File: src/rtl/amo_seq_decoder_pkg.sv
// Shared encodings for the registered RV32 main decoder: opcodes, AMO funct5
// codes, control-field enums and the control bundle carried into ID/EX.
package amo_seq_decoder_pkg;

  localparam logic [6:0] OP_LOAD   = 7'b0000011;
  localparam logic [6:0] OP_STORE  = 7'b0100011;
  localparam logic [6:0] OP_RTYPE  = 7'b0110011;
  localparam logic [6:0] OP_BRANCH = 7'b1100011;
  localparam logic [6:0] OP_IALU   = 7'b0010011;
  localparam logic [6:0] OP_JAL    = 7'b1101111;
  localparam logic [6:0] OP_LUI    = 7'b0110111;
  localparam logic [6:0] OP_AUIPC  = 7'b0010111;
  localparam logic [6:0] OP_FENCE  = 7'b0001111;
  localparam logic [6:0] OP_AMO    = 7'b0101111;

  localparam logic [6:0] F7_MULDIV = 7'b0000001;

  localparam logic [4:0] F5_LR   = 5'b00010;
  localparam logic [4:0] F5_SC   = 5'b00011;
  localparam logic [4:0] F5_SWAP = 5'b00001;
  localparam logic [4:0] F5_ADD  = 5'b00000;
  localparam logic [4:0] F5_XOR  = 5'b00100;
  localparam logic [4:0] F5_AND  = 5'b01100;
  localparam logic [4:0] F5_OR   = 5'b01000;
  localparam logic [4:0] F5_MIN  = 5'b10000;
  localparam logic [4:0] F5_MAX  = 5'b10100;
  localparam logic [4:0] F5_MINU = 5'b11000;
  localparam logic [4:0] F5_MAXU = 5'b11100;

  typedef enum logic [2:0] {
    IMM_I = 3'b000, IMM_S = 3'b001, IMM_B = 3'b010, IMM_J = 3'b011, IMM_U = 3'b100
  } imm_src_e;

  typedef enum logic [2:0] {
    RES_ALU = 3'b000, RES_MEM = 3'b001, RES_PC4 = 3'b010, RES_IMM = 3'b011, RES_PCIMM = 3'b100
  } result_src_e;

  typedef enum logic [1:0] {
    ALU_ADD = 2'b00, ALU_SUB = 2'b01, ALU_FUNCT = 2'b10, ALU_AMO = 2'b11
  } alu_op_e;

  typedef enum logic [1:0] {
    PH_NONE = 2'b00, PH_LOAD = 2'b01, PH_STORE = 2'b10, PH_SINGLE = 2'b11
  } amo_phase_e;

  typedef struct packed {
    logic        reg_write;
    logic        mem_write;
    logic        mem_read;
    logic        branch;
    logic        jump;
    logic        alu_src;
    logic        mul_div;
    alu_op_e     alu_op;
    imm_src_e    imm_src;
    result_src_e result_src;
    logic [4:0]  amo_funct5;
    amo_phase_e  amo_phase;
    logic        illegal;
  } ctrl_t;

  // Read-modify-write AMOs are the ones cracked into a load and a store.
  function automatic logic is_amo_rmw(input logic [4:0] f5);
    logic r;
    case (f5)
      F5_SWAP, F5_ADD, F5_XOR, F5_AND, F5_OR,
      F5_MIN, F5_MAX, F5_MINU, F5_MAXU: r = 1'b1;
      default:                          r = 1'b0;
    endcase
    return r;
  endfunction

  function automatic ctrl_t amo_store_bundle(input logic [4:0] f5);
    ctrl_t c;
    c            = '0;
    c.mem_write  = 1'b1;
    c.alu_op     = ALU_AMO;
    c.amo_phase  = PH_STORE;
    c.amo_funct5 = f5;
    return c;
  endfunction

endpackage

File: src/rtl/amo_seq_decoder_main_decoder_comb.sv
// Pure combinational opcode/funct -> control bundle decode for RV32I[M][A].
// For cracked AMOs it returns the load micro-op and raises amo_rmw_o.
module main_decoder_comb
  import amo_seq_decoder_pkg::*;
#(
  parameter bit ENABLE_M = 1'b1,
  parameter bit ENABLE_A = 1'b1
) (
  input  logic [31:0] instr_i,
  output ctrl_t       ctrl_o,
  output logic        amo_rmw_o
);

  logic [6:0] opcode_s;
  logic [6:0] funct7_s;
  logic [4:0] funct5_s;
  logic       unused_fields_s;
  ctrl_t      ctrl_s;
  logic       amo_rmw_s;
  logic       illegal_s;

  assign opcode_s        = instr_i[6:0];
  assign funct7_s        = instr_i[31:25];
  assign funct5_s        = instr_i[31:27];
  assign unused_fields_s = ^instr_i[24:7];

  // Opcode decode; any illegal encoding collapses to a bare Illegal bundle below.
  always_comb begin
    ctrl_s    = '0;
    amo_rmw_s = 1'b0;
    illegal_s = 1'b0;
    case (opcode_s)
      OP_LOAD: begin
        ctrl_s.reg_write  = 1'b1;
        ctrl_s.alu_src    = 1'b1;
        ctrl_s.mem_read   = 1'b1;
        ctrl_s.result_src = RES_MEM;
      end
      OP_STORE: begin
        ctrl_s.imm_src   = IMM_S;
        ctrl_s.alu_src   = 1'b1;
        ctrl_s.mem_write = 1'b1;
      end
      OP_RTYPE: begin
        ctrl_s.reg_write = 1'b1;
        ctrl_s.alu_op    = ALU_FUNCT;
        if (funct7_s == F7_MULDIV) begin
          if (ENABLE_M) begin
            ctrl_s.mul_div = 1'b1;
          end else begin
            illegal_s = 1'b1;
          end
        end else begin
          ctrl_s.mul_div = 1'b0;
        end
      end
      OP_BRANCH: begin
        ctrl_s.imm_src = IMM_B;
        ctrl_s.branch  = 1'b1;
        ctrl_s.alu_op  = ALU_SUB;
      end
      OP_IALU: begin
        ctrl_s.reg_write = 1'b1;
        ctrl_s.alu_src   = 1'b1;
        ctrl_s.alu_op    = ALU_FUNCT;
      end
      OP_JAL: begin
        ctrl_s.reg_write  = 1'b1;
        ctrl_s.imm_src    = IMM_J;
        ctrl_s.result_src = RES_PC4;
        ctrl_s.jump       = 1'b1;
      end
      OP_LUI: begin
        ctrl_s.reg_write  = 1'b1;
        ctrl_s.imm_src    = IMM_U;
        ctrl_s.result_src = RES_IMM;
      end
      OP_AUIPC: begin
        ctrl_s.reg_write  = 1'b1;
        ctrl_s.imm_src    = IMM_U;
        ctrl_s.result_src = RES_PCIMM;
      end
      OP_FENCE: begin
        ctrl_s = '0;
      end
      OP_AMO: begin
        if (!ENABLE_A) begin
          illegal_s = 1'b1;
        end else begin
          ctrl_s.amo_funct5 = funct5_s;
          ctrl_s.reg_write  = 1'b1;
          ctrl_s.result_src = RES_MEM;
          case (funct5_s)
            F5_LR: begin
              ctrl_s.mem_read  = 1'b1;
              ctrl_s.alu_src   = 1'b1;
              ctrl_s.amo_phase = PH_SINGLE;
            end
            F5_SC: begin
              ctrl_s.mem_write = 1'b1;
              ctrl_s.amo_phase = PH_SINGLE;
            end
            default: begin
              if (is_amo_rmw(funct5_s)) begin
                ctrl_s.mem_read  = 1'b1;
                ctrl_s.amo_phase = PH_LOAD;
                amo_rmw_s        = 1'b1;
              end else begin
                illegal_s = 1'b1;
              end
            end
          endcase
        end
      end
      default: begin
        illegal_s = 1'b1;
      end
    endcase
  end

  // Illegal instructions carry no side effects: only the Illegal flag survives.
  always_comb begin
    ctrl_o    = '0;
    amo_rmw_o = 1'b0;
    if (illegal_s) begin
      ctrl_o.illegal = 1'b1;
    end else begin
      ctrl_o    = ctrl_s;
      amo_rmw_o = amo_rmw_s;
    end
  end

endmodule

File: src/rtl/amo_seq_decoder.sv
// Registered ID-stage main decoder: valid/ready handshake, stall/flush, and
// an FSM that sequences cracked AMOs as a load micro-op then a store micro-op.
module amo_seq_decoder
  import amo_seq_decoder_pkg::*;
#(
  parameter bit          ENABLE_M     = 1'b1,
  parameter bit          ENABLE_A     = 1'b1,
  parameter int unsigned IMM_SRC_W    = 3,
  parameter int unsigned RESULT_SRC_W = 3
) (
  input  logic                    clk,
  input  logic                    rst_n,
  input  logic                    valid_i,
  output logic                    ready_o,
  input  logic [31:0]             instr_i,
  input  logic                    stall_i,
  input  logic                    flush_i,
  output logic                    valid_o,
  output logic                    RegWrite_o,
  output logic                    MemWrite_o,
  output logic                    MemRead_o,
  output logic                    Branch_o,
  output logic                    Jump_o,
  output logic                    ALUSrc_o,
  output logic                    MulDiv_o,
  output logic [1:0]              ALUOp_o,
  output logic [IMM_SRC_W-1:0]    ImmSrc_o,
  output logic [RESULT_SRC_W-1:0] ResultSrc_o,
  output logic [4:0]              AmoFunct5_o,
  output logic [1:0]              AmoPhase_o,
  output logic                    Illegal_o
);

  typedef enum logic {ST_IDLE = 1'b0, ST_AMO = 1'b1} state_e;

  state_e     state_q, state_d;
  logic       valid_q, valid_d;
  ctrl_t      bundle_q, bundle_d;
  logic [4:0] funct5_q, funct5_d;
  ctrl_t      dec_s;
  logic       dec_amo_s;
  logic       accept_s;

  main_decoder_comb #(
    .ENABLE_M (ENABLE_M),
    .ENABLE_A (ENABLE_A)
  ) u_dec (
    .instr_i   (instr_i),
    .ctrl_o    (dec_s),
    .amo_rmw_o (dec_amo_s)
  );

  assign ready_o  = (state_q == ST_IDLE) && !stall_i;
  assign accept_s = valid_i && ready_o;

  // Next state and next bundle; flush beats stall, stall beats accept.
  always_comb begin
    state_d  = state_q;
    valid_d  = valid_q;
    bundle_d = bundle_q;
    funct5_d = funct5_q;
    if (flush_i) begin
      state_d  = ST_IDLE;
      valid_d  = 1'b0;
      bundle_d = '0;
    end else if (stall_i) begin
      state_d  = state_q;
      valid_d  = valid_q;
      bundle_d = bundle_q;
    end else begin
      case (state_q)
        ST_IDLE: begin
          if (accept_s) begin
            valid_d  = 1'b1;
            bundle_d = dec_s;
            if (dec_amo_s) begin
              state_d  = ST_AMO;
              funct5_d = dec_s.amo_funct5;
            end else begin
              state_d = ST_IDLE;
            end
          end else begin
            valid_d  = 1'b0;
            bundle_d = '0;
          end
        end
        ST_AMO: begin
          valid_d  = 1'b1;
          bundle_d = amo_store_bundle(funct5_q);
          state_d  = ST_IDLE;
        end
        default: begin
          state_d  = ST_IDLE;
          valid_d  = 1'b0;
          bundle_d = '0;
        end
      endcase
    end
  end

  // State and ID/EX output register.
  always_ff @(posedge clk or negedge rst_n) begin
    if (!rst_n) begin
      state_q  <= ST_IDLE;
      valid_q  <= 1'b0;
      bundle_q <= '0;
      funct5_q <= 5'b00000;
    end else begin
      state_q  <= state_d;
      valid_q  <= valid_d;
      bundle_q <= bundle_d;
      funct5_q <= funct5_d;
    end
  end

  assign valid_o     = valid_q;
  assign RegWrite_o  = bundle_q.reg_write;
  assign MemWrite_o  = bundle_q.mem_write;
  assign MemRead_o   = bundle_q.mem_read;
  assign Branch_o    = bundle_q.branch;
  assign Jump_o      = bundle_q.jump;
  assign ALUSrc_o    = bundle_q.alu_src;
  assign MulDiv_o    = bundle_q.mul_div;
  assign ALUOp_o     = bundle_q.alu_op;
  assign ImmSrc_o    = IMM_SRC_W'(bundle_q.imm_src);
  assign ResultSrc_o = RESULT_SRC_W'(bundle_q.result_src);
  assign AmoFunct5_o = bundle_q.amo_funct5;
  assign AmoPhase_o  = bundle_q.amo_phase;
  assign Illegal_o   = bundle_q.illegal;

endmodule
File: config.mk
export PLATFORM = sky130hd
export DESIGN_NAME = amo_seq_decoder
export DESIGN_NICKNAME = d
export VERILOG_FILES = /design/src/rtl/amo_seq_decoder_pkg.sv /design/src/rtl/amo_seq_decoder_main_decoder_comb.sv /design/src/rtl/amo_seq_decoder.sv
export SDC_FILE = /design/constraint.sdc
export NUM_CORES = 1
export LEC_CHECK = 0
export ABC_AREA = 0
export ABC_CLOCK_PERIOD_IN_PS = 2100
export BUFFER_PORTS_ARGS = -buffer_cell sky130_fd_sc_hd__buf_2
export CORE_MARGIN = 2
export CORE_UTILIZATION = 49
export CTS_CLUSTER_SIZE = 24
export DETAILED_ROUTE_END_ITERATION = 8
export PLACE_DENSITY = 0.79
export SLEW_MARGIN = 20
export SYNTH_ARGS = -nofsm -noshare
export SYNTH_HDL_FRONTEND = slang
export SYNTH_SLANG_ARGS = --single-unit
File: constraint.sdc
create_clock -name clk -period 2.1 [get_ports clk]
set_clock_uncertainty 0.05 [all_clocks]
set_input_delay 0.63 -clock clk [delete_from_list [all_inputs] [get_ports clk]]
set_output_delay 0.63 -clock clk [all_outputs]
set_load 0.02 [all_outputs]
Yosys cells after proc, flatten, opt, wreduce, memory -nomap -nowiden
Memories as Yosys holds them, arrays and structs flattened.
Cells that the tools add are included.
- register bits: 30
- memory bits (read-only): 32
- input port bits: 37
- output and inout bits: 25
- logic and storage cells: 86
- memories: 1
- memories (memory ; depth ; width ; read ports ; clocked after Yosys merged registers in ; write ports ; line ; RTL):
    (name not given) ; 32 ; 1 ; 1 ; 0 ; 0 ; amo_seq_decoder_pkg.sv:65 ; case (f5)
- eq/ne operators: 14
- multiplexer cells: 41
- bitwise gates (word level): 3
- reduce and logical (&&, ||, !) cells: 11
- operator list (cell ; number):
    $mux 23 ; 3
    $pmux 23 s2 ; 1
    $eq 7x6->1 const B ; 4
    $mux 1 ; 24
    $pmux 3 s4 ; 2
    $mux 22 ; 1
    $eq 7x5->1 const B ; 2
    $eq 7x7->1 const B ; 2
    $pmux 1 s2 ; 7
    $eq 5x2->1 const B ; 2
    $reduce_or 9->1 ; 1
    $reduce_or 2->1 ; 4
    $eq 7x1->1 const B ; 1
    $eq 7x2->1 const B ; 1
    $eq 7x4->1 const B ; 1
    $mux 7 ; 1
    $reduce_or 7->1 ; 1
    $reduce_and 5->1 ; 1
    $pmux 2 s2 ; 1
    $not 1->1 ; 3
    $reduce_or 3->1 ; 1
    $logic_and 1x1->1 ; 2
    $mux 2 ; 1
    $ne 2x1->1 const B ; 1
    $logic_not 1->1 ; 1

Logic depth before layout (Yosys ltp)
Gate-level depths: netlist (run 1).
- depth in word-level cells: 13
- mapped depth: 6
- mapped depth without buffers: 4

Modules after synthesis
Synthesis (run 1) repeated with hierarchy kept, for this count alone.
- cells, all modules: 149
- area total of the unflattened synthesis: 1574.0 µm²
- by module, submodules not included (module ; times used ; cells each ; area each (µm²) ; sequential area each (µm²)):
    amo_seq_decoder ; 1 ; 92 ; 1222.4 ; 750.7
    main_decoder_comb ; 1 ; 57 ; 351.6 ; 0.0

Least setup slack after synthesis (run 1)
No wires, ideal clock.
- kind: input-to-reg
- from: in flush_i
- to: reg funct5_q[0]
- library setup time: 0.125 ns
- arrival: 1.814 ns
- path slack: 0.111 ns
- stages on the path: 4
- path buffers: 0
- path through: or4b_4 -> nor3_4 -> nand3_4 -> mux2_4
- longest elaborated chain between the ends: 2
- ends and longest elaborated chain (item ; line ; RTL):
    start, declared ; amo_seq_decoder.sv:17 ; input logic flush_i,
    $not 1->1 (no source line) ; n/a ;
    $reduce_and 5->1 (no source line) ; n/a ;
    end signal, assigned ; amo_seq_decoder.sv:112 ; funct5_q <= funct5_d;
    end, declared ; amo_seq_decoder.sv:39 ; logic [4:0] funct5_q, funct5_d;
No other way between the ends.
A chain may end at the register's enable or synchronous reset.

Worst setup path in the final report (run 1)
- from: reg state_q
- to: out ready_o
- longest elaborated chain between the ends: 2
- ends and longest elaborated chain (item ; line ; RTL):
    start, declared ; amo_seq_decoder.sv:36 ; state_e state_q, state_d;
    start signal, assigned ; amo_seq_decoder.sv:109 ; state_q <= state_d;
    $not 1->1 ; n/a ;
    $logic_and 1x1->1 ; amo_seq_decoder.sv:53 ; assign ready_o = (state_q == ST_IDLE) && !stall_i;
    end, declared ; amo_seq_decoder.sv:14 ; output logic ready_o,
No other way between the ends.

==> reports/metrics.cfg, run 1 <==
[power]
clkPwrFrac = 0.321
p_switching_mw = 0.3213
power_density_mw_per_mm2 = 546.3
switching_share = 0.2825
seqPwrFrac = 0.523
p_comb_frac = 0.157
p_int_mw = 0.8162
p_leak_nw = 1.034
ir_drop_mv = 0.3254

[clocking]
clock-root-buffer = clkbuf_4
numCtsBuffers = 5
cts.path.max_buffers = 2
htreeDepth = 2
hold_buffers = 0
cts_resized = 0
path_clk_slew_ns = 0.10
post_cts_buffers = 0
clock_latency_ns = 0.34
cts_tree = built
cts.sinks = 30

[worst_setup_path]
cp.arrival_ns = 1.28
slowest_stage = dfrtp_1
cpPeakStageDelay_ns = 0.43
crit_type = reg2out
endpoint_kind = primary output
worst-endpoint-required_ns = 1.42
worst-path-max-fanout = 8
path_cells = buf_4, nor2_1, buf_2
start_kind = flop

[synthesis]
ys_warn_count = 0
synthArstFlopShare = 1.000
synthSimpleGateAreaFrac = 0.2852
synth.distinct_cells = 46
syn_area_mm2 = 0.001672
avgSynthCellArea_um2 = 10.13
synth_edf_count = 0
synthFlopType = dfrtp_1
synthXorXnorAreaFrac = 0
syn_inst = 165
ys_ff_latch = 30
syn-num-nets = 202
synthAdderAreaFrac = 0
yosys-mux-area-fraction = 0.03293
synth_top_family_by_area = simple AND/OR/NAND/NOR gates
ys_seq_area_frac = 0.4491
synth-compound-area-share = 0.1826

[sta]
hold_viol = 0
timing.hold.ws_ns = 0.2534
grt_setup_unrepaired = no
finalMaxSlewViolations = 0
setup_viol = 0
slew_headroom = 0.5626
fin_crit_sh = 0.9354
worst_slew_pin_slew_ns = 0.6560
max_freq_ghz = 0.5091
setup_slack_ns = 0.1356
period_minus_slack_ns = 1.964

[drt]
dr.pass1.iters = 4
drc_errors = 0
dr_total_vias = 1493
vias_per_cell = 5.571
wl_um = 3771
drt_iter0_markers = 88
drtAntennaViolNets = 0
wl_per_cell_um = 14.07

[grt]
grt_pass1_wl_um = 6644
grt_usage = 0.2156
grt_pass1_vias = 1445
antenna_found_initial = 0
grt_max_degree = 31
overflow = 0

[finish]
stdcell_area_mm2 = 0.002082
fin_util = 0.6289
drive_above_1_share = 0.3874
area_delta_synth_final_pct = 24.55
finalNetCount = 258
diodes = 0
fin_cells = 268

[placed_design]
dp_hpwl_um = 2917
pre_cts_ws_ns = -0.006021
portBuffers = 43
placed_area_mm2 = 0.002018
dp_cells = 260
gp_congestion = 0.8084

[outcome]
status = finished clean

[floorplanning]
rows = 21
start_util = 0.5049
die-area_mm2 = 0.003894
die-height_um = 62.41
io_pins = 62
die_w_um = 62.41
core_mm2 = 0.003311

[min_path]
hold_class = in2async

[flow_run]
maxCapViolCount = 0

logic make-up after synthesis:
family / count (synthesis)
and+or+nand+nor: 74
AOI/OAI and AO/OA: 37
DFF: 30
muxes: 5
buffers and inverters: 19
worst max-delay path, delay by kind of cell, from the launching register on:
family	cells	cell delay, ns
buffers and inverters	2	0.37
flip-flops	1	0.43
AND/OR/NAND/NOR	1	0.14
layout by cell type, fill, tap and decap left out, types with 3 or more instances in the layout:
cell	synthesis	routed
nand3_1	5	5
a221oi_1	3	3
a21oi_1	5	5
nor3_2	4	4
nand2_1	18	18
inv_1	8	8
nor2b_1	6	6
nor2_1	13	13
a32o_1	3	3
o21ai_0	6	6
nand4_1	5	5
dfrtp_1	30	30
buf_4	0	17
clkbuf_4	0	5
buf_2	4	43
a221oi_2	5	5
mux2i_1	4	4
and2_1	4	4
per-stage QoR:
stage | setup TNS (ns) | total power [mW]
floorplan | 0 | 0.7058
global placement | 0 | 0.7813
detailed placement | -0.006021 | 0.7843
CTS | 0 | 1.151
global route | 0 | 1.197
finish | 0 | 1.137
power groups by stage:
| stage | Combinational [mW] | Sequential (mW) | Clock (mW) |
|---|---|---|---|
| 2_1_floorplan | 0.0862 | 0.620 | 0 |
| 3_3_place_gp | 0.176 | 0.605 | 0 |
| 3_5_place_dp | 0.178 | 0.606 | 0 |
| 4_1_cts | 0.179 | 0.595 | 0.377 |
| 5_1_grt | 0.197 | 0.596 | 0.404 |
| 6_report | 0.178 | 0.595 | 0.365 |
area by class of cell:
cell class | count | area (µm²)
Clock buffer | 6 | 51.30
Inverter | 8 | 30.03
Sequential cell | 30 | 750.7
Timing Repair Buffer | 60 | 342.8
Fill cell | 310 | 1229
Tap cell | 46 | 57.56
Clock inverter | 2 | 12.51
Multi-Input combinational cell | 116 | 837.1
flip-flops by register name, indices dropped and copies added (netlist names), 2 cells and up:
signal,cells
funct5_q,5
AmoPhase_o,2
ImmSrc_o,3
ResultSrc_o,3
ALUOp_o,2
AmoFunct5_o,5
synth_stat cells (2+ instances only):
cell | number | area, µm²
nand2b_1 | 2 | 12.51
nand4_1 | 5 | 31.28
nand2_1 | 18 | 67.56
clkbuf_1 | 6 | 22.52
and2_1 | 4 | 25.02
a221oi_2 | 5 | 75.07
a22oi_1 | 2 | 15.01
or4b_4 | 2 | 27.53
a31oi_1 | 2 | 12.51
nor3_2 | 4 | 40.04
nor4b_1 | 2 | 17.52
nand4b_1 | 2 | 17.52
a221oi_1 | 3 | 26.28
dfrtp_1 | 30 | 750.7
nor2b_1 | 6 | 37.54
nor3_1 | 2 | 10.01
mux2i_1 | 4 | 40.04
o21ai_0 | 6 | 30.03
nor2_1 | 13 | 48.80
nand3_1 | 5 | 25.02
buf_2 | 4 | 20.02
inv_1 | 8 | 30.03
a21oi_1 | 5 | 25.02
a32o_1 | 3 | 30.03
routing by layer:
metal	vias to the layer above	GRT usage	routed length, µm
met5	-	0	0
met4	0	0.09167	58
met3	6	0.05586	193
met2	37	0.3333	1835
met1	732	0.2883	1684
li1	718	-	-
worst paths after layout:
path                                          from                          to  slack, ns  cells after the start
max                            state_q$_DFFE_PN0P_                     ready_o       0.14                      3
min                                          rst_n  AmoFunct5_o[0]$_DFFE_PN0P_       0.25                      1
max reg2reg                    state_q$_DFFE_PN0P_     funct5_q[0]$_DFFE_PN0P_       0.32                      4
min reg2reg                ImmSrc_o[2]$_DFFE_PN0P_     ImmSrc_o[2]$_DFFE_PN0P_       0.44                      2
max in group asynchronous                    rst_n   AmoPhase_o[0]$_DFFE_PN0P_       1.31                      1
min in group clk           ImmSrc_o[2]$_DFFE_PN0P_     ImmSrc_o[2]$_DFFE_PN0P_       0.44                      2
(Power assumes the default switching activity.)
==> run 2, diff against run 1 <==
--- a/config.mk
+++ b/config.mk
@@ -5,11 +5,11 @@
 export SDC_FILE = /design/constraint.sdc
 export NUM_CORES = 1
 export LEC_CHECK = 0
-export ABC_AREA = 0
+export ABC_AREA = 1
 export ABC_CLOCK_PERIOD_IN_PS = 2100
 export BUFFER_PORTS_ARGS = -buffer_cell sky130_fd_sc_hd__buf_2
 export CORE_MARGIN = 2
-export CORE_UTILIZATION = 49
+export CORE_UTILIZATION = 48
 export CTS_CLUSTER_SIZE = 24
 export DETAILED_ROUTE_END_ITERATION = 8
 export PLACE_DENSITY = 0.79
==> reports/metrics.cfg, run 2 <==
[power]
p_comb_frac = 0.100  ; -0.057
clkPwrFrac = 0.394  ; +0.073
power_density_mw_per_mm2 = 583.5  ; +6.8%
seqPwrFrac = 0.506  ; -0.017
ir_drop_mv = 0.3339  ; +2.6%
switching_share = 0.2512  ; -0.03124
p_leak_nw = 1.191  ; +15%
p_int_mw = 0.8593  ; +5.3%
p_switching_mw = 0.2883  ; -10%

[synthesis]
ys_warn_count = 0  ; unchanged
syn-num-nets = 252  ; +25%
synth.distinct_cells = 25  ; -46%
synth_edf_count = 0  ; unchanged
synthArstFlopShare = 1.000  ; unchanged
synthFlopType = dfrtp_1
synth_area_leaders = dfrtp_1, nand2_1, inv_1
avgSynthCellArea_um2 = 7.478  ; -26%
syn_area_mm2 = 0.001608  ; -3.8%
ys_seq_area_frac = 0.4669  ; +0.01782
synth_area_leader_cell = dfrtp_1
syn_inst = 215  ; +30%
synthTopCellsByCount = nand2_1, dfrtp_1, inv_1
yosysTopAreaCellShare = 0.4669  ; +0.01782
ys_ff_latch = 30  ; unchanged
yosysMostFrequentCell = nand2_1

[sta]
slew_headroom = 0.5605  ; -0.002174
finalMaxSlewViolations = 0  ; unchanged
grt_setup_unrepaired = no
max_freq_ghz = 0.5220  ; +2.5%
setup_viol = 0  ; unchanged
period_minus_slack_ns = 1.916  ; -0.04852 ns
hold_viol = 0  ; unchanged
worst_slew_pin_slew_ns = 0.6593  ; +0.003262 ns
fin_crit_sh = 0.9123  ; -0.02311
final.setup.tns_ns = 0  ; unchanged

[finish]
fin_util = 0.5989  ; -0.03002
mostFrequentLayoutCells = nand2_1, buf_2, dfrtp_1, inv_1, nor2_1
area_delta_synth_final_pct = 22.33
stdcell_area_mm2 = 0.001967  ; -5.5%
diodes = 0  ; unchanged
mostFrequentLayoutCell = nand2_1
finalNetCount = 302  ; +17%
drive_above_1_share = 0.2594  ; -0.1280
fin_cells = 312  ; +16%

[floorplanning]
io_pins = 62  ; unchanged
die_w_um = 61.88  ; -0.85%
die-height_um = 61.88  ; -0.85%
start_util = 0.4895  ; -0.01539
die-area_mm2 = 0.003829  ; -1.7%
core_mm2 = 0.003284  ; -0.79%
rows = 21  ; unchanged

[drt]
vias_per_cell = 4.933  ; -11%
dr.pass1.iters = 4  ; unchanged
drtAntennaViolNets = 0  ; unchanged
wl_per_cell_um = 11.13  ; -21%
dr_total_vias = 1539  ; +3.1%
drt_iter0_markers = 54  ; -39%
drc_errors = 0  ; unchanged
wl_um = 3473  ; -7.9%

[clocking]
htreeDepth = 2  ; unchanged
clock-root-buffer = clkbuf_4
cts.sinks = 30  ; unchanged
cts_tree = built
hold_buffers = 0  ; unchanged
clock_latency_ns = 0.33  ; about the same
post_cts_buffers = 0  ; unchanged
numCtsBuffers = 5  ; unchanged
cts.path.max_buffers = 2  ; unchanged
cts_resized = 0  ; unchanged
path_clk_slew_ns = 0.11  ; about the same

[worst_setup_path]
path_delay_family = flip-flops
crit_buf_inv = 1  ; -1
slowest_stage = dfrtp_1
cp.arrival_ns = 1.24  ; -0.04 ns
crit_type = reg2out
endpoint_kind = primary output
worst-endpoint-required_ns = 1.42  ; about the same
start_kind = flop
cpPeakStageDelay_ns = 0.52  ; +0.09 ns
worst-path-max-fanout = 11  ; +3
path_cells = nor2_2, buf_2

[grt]
grt_pass1_wl_um = 5520  ; -17%
overflow = 0  ; unchanged
grt_usage = 0.2003  ; -0.01536
grt_pass1_vias = 1286  ; -11%
grt_max_degree = 31  ; unchanged
antenna_found_initial = 0  ; unchanged

[min_path]
hold_class = in2async

[placed_design]
gp_congestion = 0.9123  ; +13%
placed_area_mm2 = 0.001889  ; -6.4%
dp_hpwl_um = 2611  ; -11%
portBuffers = 43  ; unchanged
dp_cells = 304  ; +17%

[flow_run]
maxCapViolCount = 0  ; unchanged

[outcome]
status = finished clean

## run 2: final timing paths
path                                       startpoint                    endpoint  slack [ns]  cells after the start
setup / recovery                  state_q$_DFFE_PN0P_                     ready_o        0.18                      2
hold / removal                                  rst_n  ResultSrc_o[1]$_DFFE_PN0P_        0.25                      1
setup reg to reg                  state_q$_DFFE_PN0P_  AmoFunct5_o[1]$_DFFE_PN0P_        0.51                      7
hold reg to reg            AmoFunct5_o[3]$_DFFE_PN0P_  AmoFunct5_o[3]$_DFFE_PN0P_        0.43                      2
max in group asynchronous                       rst_n     ImmSrc_o[0]$_DFFE_PN0P_        1.30                      1
min in group clk           AmoFunct5_o[3]$_DFFE_PN0P_  AmoFunct5_o[3]$_DFFE_PN0P_        0.43                      2
## run 2: metal layers
layer  global-route usage  part of all wire  up-vias
met5                    0                 0        -
met4              0.06383             0.019        0
met3              0.06211             0.049        7
met2               0.3383              0.48       46
met1               0.2444              0.45      705
li1                     -                 -      781
## run 2: cells by family after synthesis
group	Yosys count	share of synthesized area
AOI/OAI and AO/OA	20	0.06537
buffers and inverters	27	0.06536
DFF	30	0.4669
and+or+nand+nor	138	0.4023
## run 2: layout make-up
cell class | count | area, µm²
Clock buffer | 5 | 37.54
Clock inverter | 3 | 40.04
Fill cell | 322 | 1318
Inverter | 24 | 91.34
Multi-Input combinational cell | 158 | 752.0
Sequential cell | 30 | 750.7
Tap cell | 46 | 57.56
Timing Repair Buffer | 46 | 237.7
## run 2: metrics by stage
step           power, mW  hold slack (ns)  setup WS, ns
2_1_floorplan     0.6500           0.2844        0.4375
3_3_place_gp      0.7051           0.4093        0.3673
3_5_place_dp      0.7067           0.4099        0.3609
4_1_cts            1.156           0.2671        0.1794
5_1_grt            1.191           0.2938        0.1178
6_report           1.148           0.2535        0.1842
## run 2: power by group through the flow
| stage | sequential, mW | clock [mW] | combinational, mW |
|---|---|---|---|
| final | 0.581 | 0.452 | 0.115 |
| after floorplan | 0.596 | 0 | 0.0536 |
| after detailed placement | 0.593 | 0 | 0.114 |
| after global placement | 0.593 | 0 | 0.113 |
| after global routing | 0.582 | 0.480 | 0.129 |
| after CTS | 0.581 | 0.459 | 0.115 |
==> run 3, diff against run 2 <==
--- a/config.mk
+++ b/config.mk
@@ -6,13 +6,14 @@
 export NUM_CORES = 1
 export LEC_CHECK = 0
 export ABC_AREA = 1
-export ABC_CLOCK_PERIOD_IN_PS = 2100
+export ABC_CLOCK_PERIOD_IN_PS = 2400
 export BUFFER_PORTS_ARGS = -buffer_cell sky130_fd_sc_hd__buf_2
 export CORE_MARGIN = 2
-export CORE_UTILIZATION = 48
+export CORE_UTILIZATION = 52
 export CTS_CLUSTER_SIZE = 24
 export DETAILED_ROUTE_END_ITERATION = 8
-export PLACE_DENSITY = 0.79
+export PLACE_DENSITY = 0.84
+export REMOVE_ABC_BUFFERS = 1
 export SLEW_MARGIN = 20
 export SYNTH_ARGS = -nofsm -noshare
 export SYNTH_HDL_FRONTEND = slang
==> constraint.sdc (replaced) <==
create_clock -name clk -period 2.4 [get_ports clk]
set_clock_uncertainty 0.05 [all_clocks]
set_input_delay 0.72 -clock clk [delete_from_list [all_inputs] [get_ports clk]]
set_output_delay 0.72 -clock clk [all_outputs]
set_load 0.02 [all_outputs]
==> reports/metrics.cfg, run 3 (same netlist as run 2, synthesis figures left out) <==
[clocking]
cts.path.max_buffers = 2  ; unchanged
htreeDepth = 2  ; unchanged
cts_resized = 0  ; unchanged
cts.sinks = 30  ; unchanged
post_cts_buffers = 0  ; unchanged
path_clk_slew_ns = 0.09  ; -0.02 ns
hold_buffers = 0  ; unchanged
cts_tree = built
clock-root-buffer = clkbuf_4
numCtsBuffers = 5  ; unchanged
clock_latency_ns = 0.33  ; about the same

[sta]
slew_headroom = 0.5702  ; +0.009686
hold_viol = 0  ; unchanged
period_minus_slack_ns = 2.024
setup_viol = 0  ; unchanged
timing.hold.ws_ns = 0.3528  ; +0.09928 ns
final.setup.tns_ns = 0  ; unchanged
grt_setup_unrepaired = no
max_freq_ghz = 0.4940
worst_slew_pin_slew_ns = 0.6448  ; -0.01453 ns
finalMaxSlewViolations = 0  ; unchanged
fin_crit_sh = 0.8434

[worst_setup_path]
start_kind = flop
worst-path-max-fanout = 11  ; unchanged
worst-endpoint-required_ns = 1.63  ; +0.21 ns
crit_buf_inv = 1  ; unchanged
cp.arrival_ns = 1.25  ; about the same
slowest_stage = dfrtp_1
cpPeakStageDelay_ns = 0.53  ; about the same
path_cells = nor2_2, buf_2
r2r-start = state_q$_DFFE_PN0P_
path_delay_family = flip-flops
endpoint_kind = primary output
startpoint = state_q$_DFFE_PN0P_
crit_type = reg2out

[finish]
mostFrequentLayoutCell = nand2_1
finalNetCount = 301  ; -0.33%
mostFrequentLayoutCells = nand2_1, buf_2, dfrtp_1, inv_1, nor2_1
diodes = 0  ; unchanged
drive_above_1_share = 0.2538  ; -0.005611
area_delta_synth_final_pct = 21.09
stdcell_area_mm2 = 0.001947  ; -1.0%
fin_util = 0.6483  ; +0.04948
fillers = 275  ; -15%

[floorplanning]
rows = 20  ; -4.8%
io_pins = 62  ; unchanged
die-area_mm2 = 0.003553  ; -7.2%
core_mm2 = 0.003003  ; -8.6%
start_util = 0.5354  ; +0.04589
die_w_um = 59.61  ; -3.7%
die-height_um = 59.61  ; -3.7%

[power]
p_comb_frac = 0.098  ; -0.002
ir_drop_mv = 0.3632  ; +8.8%
power_density_mw_per_mm2 = 521.7  ; -11%
switching_share = 0.2343  ; -0.01692
p_int_mw = 0.7776  ; -9.5%
seqPwrFrac = 0.501  ; -0.005
p_leak_nw = 1.185  ; -0.48%
clkPwrFrac = 0.401  ; +0.007
p_switching_mw = 0.2380  ; -17%

[min_path]
hold_class = in2async

[grt]
grt_max_degree = 31  ; unchanged
grt_pass1_vias = 1401  ; +8.9%
grt_pass1_wl_um = 5754  ; +4.2%
antenna_found_initial = 0  ; unchanged
grt_usage = 0.2178  ; +0.01755
overflow = 0  ; unchanged

[placed_design]
placed_area_mm2 = 0.001866  ; -1.3%
dp_hpwl_um = 2597  ; -0.52%
portBuffers = 43  ; unchanged
gp_congestion = 0.8604  ; -5.7%

[drt]
vias_per_cell = 5.222  ; +5.9%
drc_errors = 0  ; unchanged
wl_um = 3412  ; -1.8%
drtAntennaViolNets = 0  ; unchanged
drt_iter0_markers = 82  ; +52%
wl_per_cell_um = 11.49  ; +3.2%
dr.pass1.iters = 4  ; unchanged
dr_total_vias = 1551  ; +0.78%

[outcome]
status = finished clean

[flow_run]
maxCapViolCount = 0  ; unchanged

==> run 3: cell count changes in the layout (fill, tap and decap cells not counted), sizes merged <==
cell    change
buf         -1
clkinv      -2
clkbuf      +1
==> run 3: path summary, 6_finish.rpt <==
path | slack, ns | cells after the start | end
worst min-delay path | 0.35 | 1 | ImmSrc_o[1]$_DFFE_PN0P_
max in group asynchronous | 1.53 | 1 | ImmSrc_o[0]$_DFFE_PN0P_
worst max-delay path | 0.38 | 2 | ready_o
worst min register to register | 0.43 | 2 | ResultSrc_o[0]$_DFFE_PN0P_
worst max register to register | 0.75 | 7 | AmoPhase_o[1]$_DFFE_PN0P_
min in group clk | 0.43 | 2 | ResultSrc_o[0]$_DFFE_PN0P_
==> run 3: routing by layer <==
| layer | up-vias | GRT usage | routed length (µm) |
|---|---|---|---|
| li1 | 778 | - | - |
| met1 | 717 | 0.2594 | 1482 |
| met2 | 46 | 0.3736 | 1663 |
| met3 | 10 | 0.04585 | 168 |
| met4 | 0 | 0.1016 | 97 |
| met5 | - | 0 | 0 |
==> run 3: through the flow <==
stage / power, mW / setup WS [ns] / std cells
floorplan: 0.5674 / 0.6475 / 212
global placement: 0.6155 / 0.5173 / 290
detailed placement: 0.6181 / 0.4888 / 290
CTS: 1.027 / 0.3851 / 297
global route: 1.054 / 0.3493 / 297
finish: 1.016 / 0.3759 / 297
==> run 3: final cells by class <==
class | count | area [µm²] | share of cell area
clock buffers | 6 | 51.30 | 0.02635
repair buffers | 45 | 230.2 | 0.1183
clock inverters | 1 | 30.03 | 0.01542
inverters | 24 | 91.34 | 0.04692
flip-flops and latches | 30 | 750.7 | 0.3856
well taps | 33 | 41.29 | 0.02121
multi-input cells | 158 | 752.0 | 0.3862
==> run 3: power groups by stage <==
stage	sequential (mW)	clock, mW	combinational (mW)
2_1_floorplan	0.522	0	0.0455
3_3_place_gp	0.519	0	0.0970
3_5_place_dp	0.519	0	0.0995
4_1_cts	0.509	0.419	0.0995
5_1_grt	0.509	0.434	0.111
6_report	0.509	0.407	0.0996
